**src/rtl/sync_event_rx.sv**
```systemverilog
// sync_event_rx
// Receive-side event synchronizer for the out-domain clock. Each of the NCH
// asynchronous inputs passes through an NSYNC-flop synchronizer. Edges that
// qualify under EDGE_MODE become single-cycle pulses, and each channel keeps
// sticky pending and overrun flags plus an optional saturating event counter.
//
// Optional feature macro: SYNC_EVT_CNT_EN
//   defined   : per-channel saturating event counters drive evt_cnt
//   undefined : no counter registers; evt_cnt is tied to 0
//
// Parameters:
//   NCH       number of event channels (1..32)
//   NSYNC     synchronizer flops per channel (2..4)
//   EDGE_MODE 0 = any edge, 1 = rising only, 2 = falling only
//   CNT_W     event counter width per channel
//
// Ports:
//   clk       out-domain clock, rising edge
//   rst_n     asynchronous active-low reset
//   evt_in    asynchronous event levels/toggles, one bit per channel
//   clr       synchronous per-channel clear of pend/overrun/count
//   evt_pulse one-clk pulse per detected event
//   evt_pend  sticky event-pending flag
//   overrun   sticky flag: event arrived while pend was already set
//   armed     high once post-reset priming is complete
//   evt_cnt   per-channel saturating count, channel i at [i*CNT_W +: CNT_W]
//
// State  | meaning
// -------+------------------------------------------------------------------
// PRIME  | after reset; edge reference tracks the synced value, no events
// ARMED  | edge detection active; reference follows synced every cycle
module sync_event_rx #(
  parameter int NCH       = 4,
  parameter int NSYNC     = 2,
  parameter int EDGE_MODE = 0,
  parameter int CNT_W     = 8
) (
  input  logic                 clk,
  input  logic                 rst_n,
  input  logic [NCH-1:0]       evt_in,
  input  logic [NCH-1:0]       clr,
  output logic [NCH-1:0]       evt_pulse,
  output logic [NCH-1:0]       evt_pend,
  output logic [NCH-1:0]       overrun,
  output logic                 armed,
  output logic [NCH*CNT_W-1:0] evt_cnt
);

  localparam int PW = $clog2(NSYNC + 1);

  typedef enum logic {
    ST_PRIME,
    ST_ARMED
  } state_t;

  state_t         state;
  logic [PW-1:0]  prime_cnt;
  logic [NCH-1:0] sync_q [NSYNC];
  logic [NCH-1:0] synced;
  logic [NCH-1:0] ref_q;
  logic [NCH-1:0] detect;

  // Plain flop chain; nothing may sit between the synchronizer stages.
  always_ff @(posedge clk or negedge rst_n) begin
    if (!rst_n) begin
      for (int k = 0; k < NSYNC; k++) sync_q[k] <= '0;
    end else begin
      sync_q[0] <= evt_in;
      for (int k = 1; k < NSYNC; k++) sync_q[k] <= sync_q[k-1];
    end
  end

  assign synced = sync_q[NSYNC-1];

  generate
    if (EDGE_MODE == 1) begin : g_rise
      assign detect = synced & ~ref_q;
    end else if (EDGE_MODE == 2) begin : g_fall
      assign detect = ~synced & ref_q;
    end else begin : g_any
      assign detect = synced ^ ref_q;
    end
  endgenerate

  // Priming lets the chain fill and the reference settle on the real input
  // level, so an input already high at reset release is not seen as an edge.
  always_ff @(posedge clk or negedge rst_n) begin
    if (!rst_n) begin
      state     <= ST_PRIME;
      prime_cnt <= '0;
      armed     <= 1'b0;
      ref_q     <= '0;
      evt_pulse <= '0;
    end else begin
      ref_q <= synced;
      case (state)
        ST_PRIME: begin
          evt_pulse <= '0;
          if (prime_cnt == PW'(NSYNC)) begin
            state <= ST_ARMED;
            armed <= 1'b1;
          end else begin
            prime_cnt <= prime_cnt + 1'b1;
          end
        end
        ST_ARMED: begin
          evt_pulse <= detect;
        end
        default: begin
          state     <= ST_PRIME;
          evt_pulse <= '0;
        end
      endcase
    end
  end

  // An event is the registered pulse. Set beats clear for pend; clear beats
  // set for overrun.
  always_ff @(posedge clk or negedge rst_n) begin
    if (!rst_n) begin
      evt_pend <= '0;
      overrun  <= '0;
    end else begin
      overrun  <= ~clr & (overrun | (evt_pulse & evt_pend));
      evt_pend <= evt_pulse | (evt_pend & ~clr);
    end
  end

`ifdef SYNC_EVT_CNT_EN
  generate
    for (genvar i = 0; i < NCH; i++) begin : g_cnt
      logic [CNT_W-1:0] cnt_q;

      always_ff @(posedge clk or negedge rst_n) begin
        if (!rst_n) begin
          cnt_q <= '0;
        end else if (clr[i]) begin
          // A clear that coincides with an event leaves a count of one.
          cnt_q <= CNT_W'(evt_pulse[i]);
        end else if (evt_pulse[i] && (cnt_q != '1)) begin
          cnt_q <= cnt_q + 1'b1;
        end
      end

      assign evt_cnt[i*CNT_W +: CNT_W] = cnt_q;
    end
  endgenerate
`else
  assign evt_cnt = '0;
`endif

endmodule

```
**config.mk**
```make
export PLATFORM = sky130hd
export DESIGN_NAME = sync_event_rx
export DESIGN_NICKNAME = d
export VERILOG_FILES = /design/src/rtl/sync_event_rx.sv
export SDC_FILE = /design/constraint.sdc
export NUM_CORES = 1
export LEC_CHECK = 0
export CORE_MARGIN = 10
export CORE_UTILIZATION = 39
export CTS_CLUSTER_SIZE = 14
export DETAILED_ROUTE_END_ITERATION = 12
export PLACE_DENSITY = 0.77
export SLEW_MARGIN = 10
export SYNTH_ARGS = -nofsm -noshare
export SYNTH_HDL_FRONTEND = slang
export SYNTH_SLANG_ARGS = --single-unit
export TNS_END_PERCENT = 100
```
**constraint.sdc**
```tcl
create_clock -name clk -period 1.57 [get_ports clk]
set_clock_uncertainty 0.2 [all_clocks]
set_input_delay 0.2355 -clock clk [delete_from_list [all_inputs] [get_ports clk]]
set_output_delay 0.2355 -clock clk [all_outputs]
set_load 0.01 [all_outputs]
```
==> summary.md <==
| Metric | Value |
|---|---|
| Period utilization | 94.9% |
| Worst-path fanout max | 3 |
| Met3 Use GR | 3.46% |
| Hold buffers post-CTS | 0 |
| Max cap viols | 0 |
| Largest net degree at the start of global routing | 29 |
| RSZ-0062 raised after global routing | no |
| Via Count | 618 |
| DP Worst Slack | 198 ps |
| Total global-route track usage | 6.57% |
| Global-route met2 utilization | 11.5% |
| GPL Wtd Cong | 0.631 |
| Reg power frac | 60.1% |
| GRT busiest layer | met2 |
| Initial DRT Pass Iterations | 2 |
| Placed cells | 146 |
| Seq. cell area | 701 sq um |
| CP cell instances | dlygate4sd2_1 |
| P&R area growth vs syn | 16.1% |
| Largest family of logic cells by synthesized area | buffers and inverters |
| CTS tree | built |
| Met1 Resource Use GR | 6.37% |
| Status | finished, final reports clean |
| Xor and xnor area share after synthesis | 4.51% |
| Post-synthesis simple-gate area fraction | 3.41% |
| Worst path slowest cell | dfrtp_1 |
| CTS H-tree depth | 1 |
| Worst path arrival time | 1050 ps |
| Int Power | 0.000994 W |
| Clk root buf | clkbuf_4 |
| Non-filler cells, final | 151 |
| Post-synthesis average cell area | 12.2 sq um |
| Final slew viol count | 0 |
| Crit path capture type | output port |
| PD cells | 1010 mW/mm^2 |
| Share of layout cells above drive strength 1 | 6.67% |
| Core Area | 0.00278 sq mm |
| First-pass GRT wire length | 2830 microns |
| Final setup violation count | 0 |
| Leading cell type in the layout, fill and taps excluded | conb_1 |
| Sequential area share after synthesis | 61.6% |
| Clock Path Buffers | 2 |
| Crit-path max cell delay | 430 ps |
| Starting Density | 40.9% |
| Max VDD drop | 581 uV |
| Final hold slack | 36.5 ps |
| Clk pwr share | 25.7% |
| CP delay by family, top | flip-flops |
| Final #Nets | 132 |
| Worst r2r src | prime_cnt[0]$_DFFE_PN0P_ |
| Filler Cell Count | 258 |
| Flop2flop setup slack | 200 ps |
| Critical Path RT | 1130 ps |
| Switch share | 25.2% |
| Mux share of post-synthesis cell area | 0% |
| HPWL Detailed | 1600 microns |
| Cell variety after synth | 13 |
| Critical path launch point type | flip-flop |
| Final hold violation count | 0 |
| Setup CP Type | flip-flop to output port |
| Worst-Skew Late Latency | 330 ps |
| Total negative slack | 0 ps |
| Pwr Total | 0.00133 W |
| Lkg Pwr | 0.673 nW |
| Clock-pin slew on the worst setup and hold paths | 150 ps |
| Die Area | 0.00548 sq mm |
| Yosys warns | 0 |
| Cell row count | 19 |
| Combinational fraction of design power | 14.2% |
| CP startpoint | evt_pend[3]$_DFF_PN0_ |
| CP Buf/Inv Count | 1 |
| Die H | 74 microns |
| Port Buffers | 22 |
| Psw | 0.000335 W |
| Clock buffer count from CTS | 3 |
| Antenna viol nets, final | 0 |
| Cell area after synthesis | 0.00114 sq mm |
| Tmin final | 1490 ps |
| Post-DR wirelength/cell | 12.8 microns |
| Chip width | 74 microns |
| Worst Slack Setup Final | 80.3 ps |
| Multi-input gate area | 290 sq um |
| Most frequent cells in the layout | conb_1, dfrtp_1, dlygate4sd2_1, clkdlybuf4s50_1, nor2_1 |
| Initial antenna violation count | 0 |
| Yosys reg bits | 28 |
| Via density | 4.09 |
| Max Clk Rate | 671 MHz |
| Synth Area in Adders | 1.10% |
| Initial DRC count | 11 |
| Final WL | 1930 microns |
| Number of global-route vias before repair | 607 |
| Clock sinks | 28 |
| Hold crit path type | input pin to async pin |
| Io pins | 55 |
| Grt ovf | 0 |
| Compound-Gate Fraction of Synth Area | 5.94% |
| Diode count | 0 |
| Cells after Synth | 93 |
| DRC viols | 0 |
cells in the mapped netlist:
master / number / area, sq um
nor2_1: 8 / 30.0
inv_1: 6 / 22.5
ha_1: 1 / 12.5
dfrtp_1: 28 / 701
o21ai_0: 1 / 5.00
a21oi_1: 4 / 20.0
conb_1: 1 / 3.75
xnor2_1: 4 / 35.0
a21o_1: 5 / 37.5
or2_4: 1 / 8.76
o21ai_1: 1 / 5.00
buf_4: 32 / 240
xnor2_2: 1 / 16.3
power by group through the flow:
| stage | clock (W) | sequential (W) | combinational [W] |
|---|---|---|---|
| final | 0.000341 | 0.000799 | 0.000188 |
| after global routing | 0.000386 | 0.000805 | 0.000209 |
| after CTS | 0.000356 | 0.000800 | 0.000190 |
| after detailed placement | 0 | 0.000816 | 0.000208 |
| after global placement | 0 | 0.000811 | 0.000201 |
| after floorplan | 0 | 0.000827 | 0.000127 |
path summary, 6_finish.rpt:
path	to	cells after the start
worst min register to register	synced[1]$_DFF_PN0_	0
max in group asynchronous	evt_pend[0]$_DFF_PN0_	2
worst max-delay path	evt_pend[3]	1
min in group clk	sync_q[7]$_DFF_PN0_	1
worst min-delay path	prime_cnt[1]$_DFFE_PN0P_	2
worst max register to register	prime_cnt[0]$_DFFE_PN0P_	4
layer usage:
metal  share of wire [%]  vias up
li1                    -      278
met1                  31      293
met2                  45       45
met3                  23        2
met4                0.57        0
met5                   0        -
cell families (layout without fill, tap and decap cells):
group / after synthesis / in the layout
DFF: 28 / 28
adders and majority gates: 1 / 1
other: 1 / 32
AOI/OAI and AO/OA: 11 / 11
xor gates and xnor gates: 5 / 5
buffers and inverters: 38 / 34
and+or+nand+nor: 9 / 9
sequential cells by signal, indices dropped and copies added (netlist names):
register,flops
evt_pend,4
state,1
synced,4
prime_cnt,2
overrun,4
evt_pulse,4
ref_q,4
sync_q,4
armed,1
per-stage QoR:
| step | util [%] | instance area (sq um) |
|---|---|---|
| 3_5_place_dp | 46.5 | 1290 |
| 3_3_place_gp | 46.5 | 1290 |
| 5_1_grt | 47.5 | 1320 |
| 2_1_floorplan | - | 1250 |
| 6_report | 47.5 | 1320 |
| 4_1_cts | 47.5 | 1320 |
area by class of cell:
cell class	count	share of cell area (%)
flip-flops and latches	28	53.1
multi-input cells	58	22.0
repair buffers	24	17.5
well taps	31	2.94
clock buffers	4	2.75
inverters	6	1.71
what timing repair did:
item | CTS | global route
gates resized for setup | 13 | 0
endpoints found under the setup margin | 13 | 0
buffers inserted | 1 | 0
endpoints found under the hold margin | 0 | 0
(Power assumes the default switching activity.)
